--- config.mk ---
export PLATFORM = sky130hd
export DESIGN_NAME = lsu_master_flat
export DESIGN_NICKNAME = d
export VERILOG_FILES = /design/src/rtl/lsu_master_if.sv /design/src/rtl/lsu_master.sv /design/src/flat_wrapper.sv
export SDC_FILE = /design/constraint.sdc
export NUM_CORES = 1
export LEC_CHECK = 0
export ABC_AREA = 1
export BUFFER_PORTS_ARGS = -buffer_cell sky130_fd_sc_hd__buf_2
export CORE_MARGIN = 2
export CORE_UTILIZATION = 49
export DETAILED_ROUTE_END_ITERATION = 6
export HOLD_SLACK_MARGIN = 0.06
export PLACE_DENSITY_LB_ADDON = 0.05
export SLEW_MARGIN = 20
export SYNTH_ARGS = -nofsm -noshare
export SYNTH_HDL_FRONTEND = slang
export SYNTH_SLANG_ARGS = --single-unit
--- constraint.sdc ---
create_clock -name clk -period 2.4 [get_ports clk]
set_input_delay 0.12 -clock clk [delete_from_list [all_inputs] [get_ports clk]]
set_output_delay 0.12 -clock clk [all_outputs]
set_load 0.02 [all_outputs]
--- src/rtl/lsu_master_if.sv ---
// CPU request/response and memory-side handshake bundle for lsu_master.
// master modport is the LSU's view; slave modport is the CPU/memory environment's view.
interface lsu_master_if;
    logic        req_valid;
    logic        req_ready;
    logic        req_write;
    logic [2:0]  req_funct3;
    logic [31:0] req_addr;
    logic [31:0] req_wdata;
    logic        resp_valid;
    logic [31:0] resp_rdata;
    logic [1:0]  resp_err;
    logic        mem_valid;
    logic        mem_ready;
    logic        mem_we;
    logic [31:0] mem_addr;
    logic [3:0]  mem_wstrb;
    logic [31:0] mem_wdata;
    logic        mem_rvalid;
    logic [31:0] mem_rdata;

    modport master (
        input  req_valid, req_write, req_funct3, req_addr, req_wdata,
        input  mem_ready, mem_rvalid, mem_rdata,
        output req_ready, resp_valid, resp_rdata, resp_err,
        output mem_valid, mem_we, mem_addr, mem_wstrb, mem_wdata
    );

    modport slave (
        output req_valid, req_write, req_funct3, req_addr, req_wdata,
        output mem_ready, mem_rvalid, mem_rdata,
        input  req_ready, resp_valid, resp_rdata, resp_err,
        input  mem_valid, mem_we, mem_addr, mem_wstrb, mem_wdata
    );
endinterface

--- src/rtl/lsu_master.sv ---
// RV32I load/store unit: aligns stores onto word lanes, extracts/extends loads, flags errors and timeouts.
// Latency accept->resp (inclusive): store 3, load 4, error 2; one request in flight, req_ready only in IDLE.
module lsu_master #(
    parameter int TIMEOUT_CYCLES = 255
) (
    input  logic          clk,
    input  logic          rst_n,
    lsu_master_if.master  bus
);
    localparam int CW = $clog2(TIMEOUT_CYCLES + 2);

    typedef enum logic [1:0] {IDLE, REQ, WAIT, RESP} state_t;

    state_t        state_q, state_d;
    logic          write_q, write_d;
    logic [2:0]    f3_q, f3_d;
    logic [1:0]    a_q, a_d;
    logic [CW-1:0] cnt_q, cnt_d;
    logic          req_ready_q, req_ready_d;
    logic          mem_valid_q, mem_valid_d;
    logic          mem_we_q, mem_we_d;
    logic [31:0]   mem_addr_q, mem_addr_d;
    logic [3:0]    mem_wstrb_q, mem_wstrb_d;
    logic [31:0]   mem_wdata_q, mem_wdata_d;
    logic          resp_valid_q, resp_valid_d;
    logic [31:0]   resp_rdata_q, resp_rdata_d;
    logic [1:0]    resp_err_q, resp_err_d;

    logic          illegal, misalign, tmo_hit;
    logic [CW-1:0] cnt_inc;
    logic [31:0]   rshift, ext;
    logic [31:0]   lane_wdata;
    logic [3:0]    lane_wstrb;

    assign illegal = bus.req_write ? !(bus.req_funct3 inside {3'b000, 3'b001, 3'b010})
                                   :  (bus.req_funct3 inside {3'b011, 3'b110, 3'b111});
    assign misalign = ((bus.req_funct3[1:0] == 2'b01) && bus.req_addr[0]) ||
                      ((bus.req_funct3[1:0] == 2'b10) && (bus.req_addr[1:0] != 2'b00));

    assign cnt_inc = cnt_q + CW'(1);
    assign tmo_hit = (cnt_inc >= CW'(TIMEOUT_CYCLES));

    always_comb begin
        lane_wdata = bus.req_wdata;
        lane_wstrb = 4'b1111;
        case (bus.req_funct3[1:0])
            2'b00: begin
                lane_wdata = {4{bus.req_wdata[7:0]}};
                lane_wstrb = 4'b0001 << bus.req_addr[1:0];
            end
            2'b01: begin
                lane_wdata = {2{bus.req_wdata[15:0]}};
                lane_wstrb = 4'b0011 << bus.req_addr[1:0];
            end
            default: ;
        endcase
        if (!bus.req_write) begin
            lane_wstrb = 4'b0000;
        end
    end

    assign rshift = bus.mem_rdata >> {a_q, 3'b000};

    always_comb begin
        case (f3_q)
            3'b000:  ext = {{24{rshift[7]}}, rshift[7:0]};
            3'b001:  ext = {{16{rshift[15]}}, rshift[15:0]};
            3'b100:  ext = {24'b0, rshift[7:0]};
            3'b101:  ext = {16'b0, rshift[15:0]};
            default: ext = rshift;
        endcase
    end

    always_comb begin
        state_d      = state_q;
        write_d      = write_q;
        f3_d         = f3_q;
        a_d          = a_q;
        cnt_d        = cnt_q;
        mem_we_d     = mem_we_q;
        mem_addr_d   = mem_addr_q;
        mem_wstrb_d  = mem_wstrb_q;
        mem_wdata_d  = mem_wdata_q;
        resp_rdata_d = '0;
        resp_err_d   = '0;

        case (state_q)
            IDLE: begin
                if (bus.req_valid && req_ready_q) begin
                    write_d = bus.req_write;
                    f3_d    = bus.req_funct3;
                    a_d     = bus.req_addr[1:0];
                    if (illegal) begin
                        state_d    = RESP;
                        resp_err_d = 2'b10;
                    end else if (misalign) begin
                        state_d    = RESP;
                        resp_err_d = 2'b01;
                    end else begin
                        state_d     = REQ;
                        cnt_d       = '0;
                        mem_we_d    = bus.req_write;
                        mem_addr_d  = {bus.req_addr[31:2], 2'b00};
                        mem_wstrb_d = lane_wstrb;
                        mem_wdata_d = lane_wdata;
                    end
                end
            end
            REQ: begin
                cnt_d = cnt_inc;
                // A handshake in the final allowed cycle still completes normally.
                if (bus.mem_ready) begin
                    state_d = write_q ? RESP : WAIT;
                end else if (tmo_hit) begin
                    state_d    = RESP;
                    resp_err_d = 2'b11;
                end
            end
            WAIT: begin
                cnt_d = cnt_inc;
                if (bus.mem_rvalid) begin
                    state_d      = RESP;
                    resp_rdata_d = ext;
                end else if (tmo_hit) begin
                    state_d    = RESP;
                    resp_err_d = 2'b11;
                end
            end
            default: begin
                state_d = IDLE;
            end
        endcase

        req_ready_d  = (state_d == IDLE);
        mem_valid_d  = (state_d == REQ);
        resp_valid_d = (state_d == RESP);
    end

    always_ff @(posedge clk or negedge rst_n) begin
        if (!rst_n) begin
            state_q      <= IDLE;
            write_q      <= 1'b0;
            f3_q         <= '0;
            a_q          <= '0;
            cnt_q        <= '0;
            req_ready_q  <= 1'b1;
            mem_valid_q  <= 1'b0;
            mem_we_q     <= 1'b0;
            mem_addr_q   <= '0;
            mem_wstrb_q  <= '0;
            mem_wdata_q  <= '0;
            resp_valid_q <= 1'b0;
            resp_rdata_q <= '0;
            resp_err_q   <= '0;
        end else begin
            state_q      <= state_d;
            write_q      <= write_d;
            f3_q         <= f3_d;
            a_q          <= a_d;
            cnt_q        <= cnt_d;
            req_ready_q  <= req_ready_d;
            mem_valid_q  <= mem_valid_d;
            mem_we_q     <= mem_we_d;
            mem_addr_q   <= mem_addr_d;
            mem_wstrb_q  <= mem_wstrb_d;
            mem_wdata_q  <= mem_wdata_d;
            resp_valid_q <= resp_valid_d;
            resp_rdata_q <= resp_rdata_d;
            resp_err_q   <= resp_err_d;
        end
    end

    assign bus.req_ready  = req_ready_q;
    assign bus.mem_valid  = mem_valid_q;
    assign bus.mem_we     = mem_we_q;
    assign bus.mem_addr   = mem_addr_q;
    assign bus.mem_wstrb  = mem_wstrb_q;
    assign bus.mem_wdata  = mem_wdata_q;
    assign bus.resp_valid = resp_valid_q;
    assign bus.resp_rdata = resp_rdata_q;
    assign bus.resp_err   = resp_err_q;
endmodule

--- src/flat_wrapper.sv ---
// flat-port wrapper written by rule: the top's interface ports become plain ports
module lsu_master_flat 
#(
    parameter int TIMEOUT_CYCLES = 255
)
  (clk, rst_n, bus_req_valid, bus_req_write, bus_req_funct3, bus_req_addr, bus_req_wdata, bus_mem_ready, bus_mem_rvalid, bus_mem_rdata, bus_req_ready, bus_resp_valid, bus_resp_rdata, bus_resp_err, bus_mem_valid, bus_mem_we, bus_mem_addr, bus_mem_wstrb, bus_mem_wdata);
  lsu_master_if bus_i ();
  input  logic clk;
  input  logic rst_n;
  input wire logic [$bits(bus_i.req_valid)-1:0] bus_req_valid;
  input wire logic [$bits(bus_i.req_write)-1:0] bus_req_write;
  input wire logic [$bits(bus_i.req_funct3)-1:0] bus_req_funct3;
  input wire logic [$bits(bus_i.req_addr)-1:0] bus_req_addr;
  input wire logic [$bits(bus_i.req_wdata)-1:0] bus_req_wdata;
  input wire logic [$bits(bus_i.mem_ready)-1:0] bus_mem_ready;
  input wire logic [$bits(bus_i.mem_rvalid)-1:0] bus_mem_rvalid;
  input wire logic [$bits(bus_i.mem_rdata)-1:0] bus_mem_rdata;
  output wire logic [$bits(bus_i.req_ready)-1:0] bus_req_ready;
  output wire logic [$bits(bus_i.resp_valid)-1:0] bus_resp_valid;
  output wire logic [$bits(bus_i.resp_rdata)-1:0] bus_resp_rdata;
  output wire logic [$bits(bus_i.resp_err)-1:0] bus_resp_err;
  output wire logic [$bits(bus_i.mem_valid)-1:0] bus_mem_valid;
  output wire logic [$bits(bus_i.mem_we)-1:0] bus_mem_we;
  output wire logic [$bits(bus_i.mem_addr)-1:0] bus_mem_addr;
  output wire logic [$bits(bus_i.mem_wstrb)-1:0] bus_mem_wstrb;
  output wire logic [$bits(bus_i.mem_wdata)-1:0] bus_mem_wdata;
  assign bus_i.req_valid = bus_req_valid;
  assign bus_i.req_write = bus_req_write;
  assign bus_i.req_funct3 = bus_req_funct3;
  assign bus_i.req_addr = bus_req_addr;
  assign bus_i.req_wdata = bus_req_wdata;
  assign bus_i.mem_ready = bus_mem_ready;
  assign bus_i.mem_rvalid = bus_mem_rvalid;
  assign bus_i.mem_rdata = bus_mem_rdata;
  assign bus_req_ready = bus_i.req_ready;
  assign bus_resp_valid = bus_i.resp_valid;
  assign bus_resp_rdata = bus_i.resp_rdata;
  assign bus_resp_err = bus_i.resp_err;
  assign bus_mem_valid = bus_i.mem_valid;
  assign bus_mem_we = bus_i.mem_we;
  assign bus_mem_addr = bus_i.mem_addr;
  assign bus_mem_wstrb = bus_i.mem_wstrb;
  assign bus_mem_wdata = bus_i.mem_wdata;
  lsu_master #(.TIMEOUT_CYCLES(TIMEOUT_CYCLES)) u_core (.clk(clk), .rst_n(rst_n), .bus(bus_i));
endmodule
==> results.sh, run 1 <==
export IMPL_drcViolationCount=0
export IMPL_netSwitchingPower_mw=3.91
export IMPL_drtIter0Drc=460
export IMPL_p_comb_share_pct=40.1
export IMPL_finalSetupViolCount=0
export IMPL_yosys_register_bits=121
export IMPL_rows=39
export IMPL_cts_root_buf="clkbuf_16"
export IMPL_status="finished clean"
export IMPL_die_y_um=111
export IMPL_r2r_end="u_core.cnt_q[3]"
export IMPL_power_mw=9.84
export IMPL_initial_core_util_pct=49.8
export IMPL_grt_pass1_vias=5770
export IMPL_hold_depth=4
export IMPL_start_kind="flop"
export IMPL_use_met3_pct=6.23
export IMPL_fmax_ghz=0.468
export IMPL_r2r_start="u_core.state_q[0]"
export IMPL_hold_viol_final=0
export IMPL_synth_seq_area_share_pct=54.0
export IMPL_clock_path_buffers=2
export IMPL_setup_tns_ns=0
export IMPL_synthesis_area_um2=5610
export IMPL_worst_setup_path_type="reg2reg"
export IMPL_grt_busiest_layer="met2"
export IMPL_cp_arrival_ns=2.47
export IMPL_portBuffers=208
export IMPL_synth_edf_count=0
export IMPL_use_met1_pct=34.6
export IMPL_drive_above_1_share_pct=27.3
export IMPL_async_reset_ff_share_pct=100
export IMPL_holdCritStartpoint="bus_mem_ready"
export IMPL_via_count=5767
export IMPL_synth_ff_type="dfrtp_1"
export IMPL_power_density_nw_per_um2=1180
export IMPL_hp_class="in2reg"
export IMPL_ctsHtreeMaxLevel=4
export IMPL_design_area_um2=8310
export IMPL_finalClockSkew_ns=0.00704
export IMPL_cap_violations=0
export IMPL_die_area_um2=12300
export IMPL_r2r_worst_path_cells=12
export IMPL_p_sw_share_pct=39.7
export IMPL_drv_slew=0
export IMPL_area_growth_pct=48.1
export IMPL_dp_cells=1001
export IMPL_ios=211
export IMPL_antenna_found_initial=0
export IMPL_yosys_area_top_type_share_pct=53.5
export IMPL_overflow=0
export IMPL_yosys_top_cells_area="dfrtp_1 54%, nand2_1 17%, a21oi_1 4.7%, nand3_1 2.9%, nor2_1 2.6%"
export IMPL_grt_pass1_wl_mm=27.6
export IMPL_r2r_slack_ns=0.26
export IMPL_fillers=879
export IMPL_core_um2=11300
export IMPL_wl_per_cell_um=15.0
export IMPL_yosys_area_top_type="dfrtp_1"
export IMPL_min_period_ns=2.14
export IMPL_antenna_cells=0
export IMPL_power_leakage_nw=4.45
export IMPL_cts_tree="yes"
export IMPL_met2_usage_pct=47.8
export IMPL_intPower_mw=5.93
export IMPL_die_w_um=111
export IMPL_tightest_slew_ns=0.700
export IMPL_grt_max_degree=76
export IMPL_peakVddDrop_v=0.000841
export IMPL_place_gp_congestion=0.896
export IMPL_clock_sinks=121
export IMPL_stdcell_count=1124
export IMPL_clkLatencyLatePin_ns=0.41
export IMPL_dp_hpwl_mm=10.7
export IMPL_synthCells=674
export IMPL_crit_path_end_kind="flop"
export IMPL_fin_nets=1080
export IMPL_hold_path_end="u_core.bus.req_ready"
export IMPL_yosys_warnings=0
export IMPL_dpl_cell_area_um2=6760
export IMPL_ant_nets=0
export IMPL_vias_per_cell=5.13
export IMPL_grt_use_total_pct=28.0
export IMPL_cts_clk_slew_worst_paths_ns=0.05
export IMPL_p_clk_share_pct=27.4
export IMPL_required_ns=2.74
export IMPL_dr_pass1_iters=5
export IMPL_synth_cell_type_count=36
export IMPL_relSlewSlack_pct=53.4
export IMPL_pwr_share_seq_pct=32.5
export IMPL_synth_avg_cell_area_um2=8.32
export IMPL_cts_buffers=17
export IMPL_final_period_utilization_pct=89.0
export IMPL_post_route_util_pct=73.7
export IMPL_wirelength_mm=16.8
export IMPL_path_max_fanout=13
export IMPL_rsz0062_at_grt="false"
==> cell usage in the layout, fill, tap and decap left out, types with 2 or more instances in the layout <==
| cell | synthesis | final |
|---|---|---|
| dfrtp_1 | 120 | 120 |
| o21ai_1 | 18 | 18 |
| nand2_1 | 261 | 261 |
| clkbuf_8 | 0 | 2 |
| o22ai_1 | 3 | 3 |
| buf_2 | 11 | 207 |
| a311o_1 | 7 | 7 |
| inv_1 | 29 | 28 |
| bufinv_16 | 0 | 4 |
| a21oi_1 | 53 | 53 |
| ha_1 | 7 | 7 |
| or2_2 | 2 | 2 |
| clkinv_4 | 0 | 2 |
| o21bai_1 | 2 | 2 |
| o21ai_2 | 3 | 3 |
| dlygate4sd3_1 | 0 | 91 |
| clkbuf_1 | 8 | 2 |
| o21ai_0 | 22 | 22 |
| a311oi_1 | 8 | 8 |
| clkinv_2 | 0 | 2 |
| clkbuf_16 | 0 | 17 |
| conb_1 | 1 | 2 |
| buf_12 | 0 | 3 |
| inv_2 | 5 | 5 |
| nor2_1 | 39 | 39 |
| a31oi_1 | 9 | 9 |
| buf_4 | 12 | 10 |
| clkinvlp_4 | 0 | 4 |
| nand3_1 | 33 | 33 |
| nand4_1 | 2 | 2 |
==> cells by family after synthesis <==
logic type | Yosys count | share of synthesized area [%]
and+or+nand+nor | 343 | 24.5
other | 1 | 0.0669
xor gates and xnor gates | 1 | 0.156
AOI/OAI and AO/OA | 128 | 13.5
buffers and inverters | 73 | 6.20
adders and majority gates | 7 | 1.56
DFF | 121 | 54.0
==> cells in the mapped netlist (8+ instances only) <==
library cell,instances
dfrtp_1,120
buf_2,11
o21ai_0,22
buf_4,12
o21ai_1,18
a31oi_1,9
a311oi_1,8
nand2_1,261
inv_1,29
clkbuf_1,8
nor2_1,39
a21oi_1,53
nand3_1,33
==> power groups by stage <==
| stage | clock network (mW) | registers, mW | logic [mW] |
|---|---|---|---|
| 6_report | 2.70 | 3.20 | 3.94 |
| 5_1_grt | 2.82 | 3.28 | 4.33 |
| 4_1_cts | 2.74 | 3.18 | 3.90 |
| 3_5_place_dp | 0 | 3.19 | 3.74 |
| 3_3_place_gp | 0 | 3.17 | 3.67 |
| 2_1_floorplan | 0 | 3.94 | 1.77 |
==> layout make-up <==
cell class	count	area, um^2	area share, %
inverters	35	135	1.63
flip-flops and latches	121	3030	36.5
repair buffers	312	2090	25.2
well taps	143	179	2.15
clock buffers	21	460	5.54
clock inverters	11	170	2.05
multi-input cells	481	2240	27.0
==> through the flow <==
step / setup WS [ns] / hold slack, ns
finish: 0.265 / 0.0797
detailed placement: 0.287 / 0.211
CTS: 0.228 / 0.0674
floorplan: 0.633 / -0.176
global placement: 0.403 / 0.202
global route: 0.0669 / 0.125
==> what timing repair did <==
| item | 4_1_cts | 5_1_grt |
|---|---|---|
| hold buffers | 91 | 0 |
| resized for setup | 0 | 2 |
| endpoints found under the hold margin | 130 | 0 |
| endpoints found under the setup margin | 0 | 3 |
| buffers inserted | 0 | 0 |
==> worst max-delay path, stage by stage (launching register included) <==
cell,delay (ns)
dfrtp_1,0.40
inv_1,0.15
ha_1,0.24
inv_2,0.07
nor2_4,0.12
inv_2,0.06
nor3_4,0.25
inv_2,0.07
o21ai_2,0.21
nand2_1,0.23
inv_2,0.12
nand3_1,0.06
o21ai_1,0.07
==> routing by layer <==
metal	routed length (um)	up-vias
met2	8470	250
met5	0	-
met4	409	0
met1	6750	2698
li1	-	2782
met3	1180	37
==> how the worst max path moves through the flow <==
stage                 startpoint                  endpoint
2_1_floorplan  u_core.state_q[0]  u_core.bus.mem_wdata[28]
3_3_place_gp   u_core.state_q[0]  u_core.bus.mem_wdata[13]
3_5_place_dp   u_core.state_q[0]           u_core.cnt_q[3]
4_1_cts            u_core.a_q[0]  u_core.bus.resp_rdata[5]
5_1_grt        u_core.state_q[0]           u_core.cnt_q[3]
6_report       u_core.state_q[0]           u_core.cnt_q[3]
==> state kept, by name, summed over array words and instances, names as in the netlist <==
name                   flops
u_core.cnt_q               9
u_core.bus.resp_rdata     32
u_core.state_q             2
u_core.bus.mem_wstrb       4
u_core.bus.mem_wdata      32
u_core.f3_q                3
u_core.bus.mem_addr       30
u_core.bus.resp_err        2
u_core.bus.resp_valid      1
u_core.bus.mem_we          1
u_core.a_q                 2
u_core.bus.mem_valid       1
u_core.bus.req_ready       1
u_core.write_q             1
No activity file was read; power rests on OpenSTA's default activity.
==> run 2, diff against run 1 <==
--- a/config.mk
+++ b/config.mk
@@ -12,6 +12,7 @@
 export DETAILED_ROUTE_END_ITERATION = 6
 export HOLD_SLACK_MARGIN = 0.06
 export PLACE_DENSITY_LB_ADDON = 0.05
+export SETUP_SLACK_MARGIN = 0.3
 export SLEW_MARGIN = 20
 export SYNTH_ARGS = -nofsm -noshare
 export SYNTH_HDL_FRONTEND = slang
==> run 2 against run 1 <==
Maximum frequency up 5.7%. Setup slack better by 0.11 ns. Critical endpoint is now u_core.bus.resp_rdata[0]. Global-route usage about the same. Highest routed layer unchanged. Flip-flop and latch count stayed put. Via count up 0.64%.
==> results.sh, run 2 (same netlist as run 1, synthesis figures left out) <==
export IMPL_status="finished clean"
export IMPL_drcViolationCount=0
export IMPL_peakVddDrop_v=0.000844
export IMPL_wl_per_cell_um=15.1
export IMPL_overflow=0
export IMPL_final_cell_mix="260 x nand2_1, 207 x buf_2, 120 x dfrtp_1, 91 x dlygate4sd3_1, 53 x a21oi_1"
export IMPL_dr_pass1_iters=5
export IMPL_area_growth_pct=49.6
export IMPL_die_w_um=111
export IMPL_cts_tree="yes"
export IMPL_core_um2=11300
export IMPL_path_max_fanout=17
export IMPL_startpoint="u_core.state_q[0]"
export IMPL_power_leakage_nw=4.49
export IMPL_tightest_slew_ns=0.710
export IMPL_cp_arrival_ns=2.36
export IMPL_wirelength_mm=17.1
export IMPL_ant_nets=0
export IMPL_r2r_start="u_core.state_q[0]"
export IMPL_fmax_ghz=0.495
export IMPL_fin_nets=1085
export IMPL_drive_above_1_share_pct=27.8
export IMPL_power_density_nw_per_um2=1180
export IMPL_cap_violations=0
export IMPL_vias_per_cell=5.14
export IMPL_hold_viol_final=0
export IMPL_start_kind="flop"
export IMPL_finalClockSkew_ns=0.00699
export IMPL_power_mw=9.88
export IMPL_grt_use_total_pct=28.0
export IMPL_setup_tns_ns=0
export IMPL_cts_root_buf="clkbuf_16"
export IMPL_cts_clk_slew_worst_paths_ns=0.05
export IMPL_holdCritStartpoint="bus_mem_ready"
export IMPL_fillers=863
export IMPL_min_period_ns=2.02
export IMPL_clock_path_buffers=2
export IMPL_finalSetupViolCount=0
export IMPL_worst_setup_path_type="reg2reg"
export IMPL_grt_pass1_vias=5727
export IMPL_grt_pass1_wl_mm=27.6
export IMPL_rsz0062_at_grt="true"
export IMPL_required_ns=2.74
export IMPL_antenna_cells=0
export IMPL_relSlewSlack_pct=52.7
export IMPL_die_area_um2=12300
export IMPL_grt_max_degree=76
export IMPL_die_y_um=111
export IMPL_place_gp_congestion=0.896
export IMPL_portBuffers=208
export IMPL_drv_slew=0
export IMPL_initial_core_util_pct=49.8
export IMPL_via_count=5804
export IMPL_hp_class="in2reg"
export IMPL_ctsHtreeMaxLevel=4
export IMPL_clkLatencyLatePin_ns=0.41
export IMPL_crit_path_end_kind="flop"
export IMPL_ios=211
export IMPL_cts_buffers=17
export IMPL_drtIter0Drc=463
export IMPL_clock_sinks=121
export IMPL_dp_hpwl_mm=10.7
export IMPL_final_period_utilization_pct=84.2
export IMPL_rows=39
export IMPL_antenna_found_initial=0
export IMPL_mostFrequentLayoutCell="nand2_1"
[run 2: final timing paths]
check                                           end  slack [ns]  cells past startpoint
min in group asynchronous  u_core.bus.resp_rdata[5]        0.29                      2
setup / recovery           u_core.bus.resp_rdata[0]        0.38                      6
hold / removal                 u_core.bus.req_ready        0.08                      4
setup reg to reg           u_core.bus.resp_rdata[0]        0.38                      6
hold reg to reg              u_core.bus.mem_addr[4]        0.47                      2
max in group asynchronous   u_core.bus.mem_addr[31]        1.43                      3
[run 2: power breakdown]
group          internal, mW  total (mW)  leakage [nW]  switching (mW)
Combinational          1.40        4.00          2.61            2.60
Clock                  1.79        2.70         0.299           0.907
Sequential             2.77        3.19          1.57           0.422
[run 2: critical path, stage by stage (launching register included)]
cell,delay (ns)
dfrtp_1,0.40
inv_1,0.15
ha_1,0.20
nand2_1,0.09
buf_4,0.21
a311oi_1,0.29
dlygate4sd3_1,0.62
[run 2: through the flow]
step	instance area [um^2]	worst slack [ns]	hold WS, ns	instances	utilization [%]
6_report	8390	0.379	0.0802	1129	74.4
5_1_grt	8390	0.234	0.125	1129	74.4
4_1_cts	8300	0.307	0.0674	1124	73.7
3_5_place_dp	6760	0.287	0.211	1001	60.0
3_3_place_gp	6760	0.403	0.202	1001	60.0
2_1_floorplan	5610	0.633	-0.176	675	-
[run 2: final cells by class]
type	instances	area [um^2]	area share, %
sequential	121	3030	36.1
multi-input combinational	481	2260	26.9
timing repair buffer	317	2160	25.8
clock buffer	21	460	5.49
tap	143	179	2.13
clock inverter	11	170	2.03
inverter	35	131	1.57
[run 2: per-layer routing]
layer  vias up  part of all wire [%]  global-route usage (%)
li1       2795                     -                       -
met1      2686                    40                    34.6
met2       277                    50                    47.5
met3        46                   7.3                    6.34
met4         0                   2.9                    11.5
met5         -                     0                       0
[run 2: what timing repair did]
action | in CTS | in global routing
hold endpoints to repair | 130 | 0
endpoints found under the setup margin | 4 | 68
buffers inserted | 0 | 4
gates resized for setup | 1 | 5
pin swaps | 0 | 2
hold buffers | 91 | 0
cloned | 0 | 1
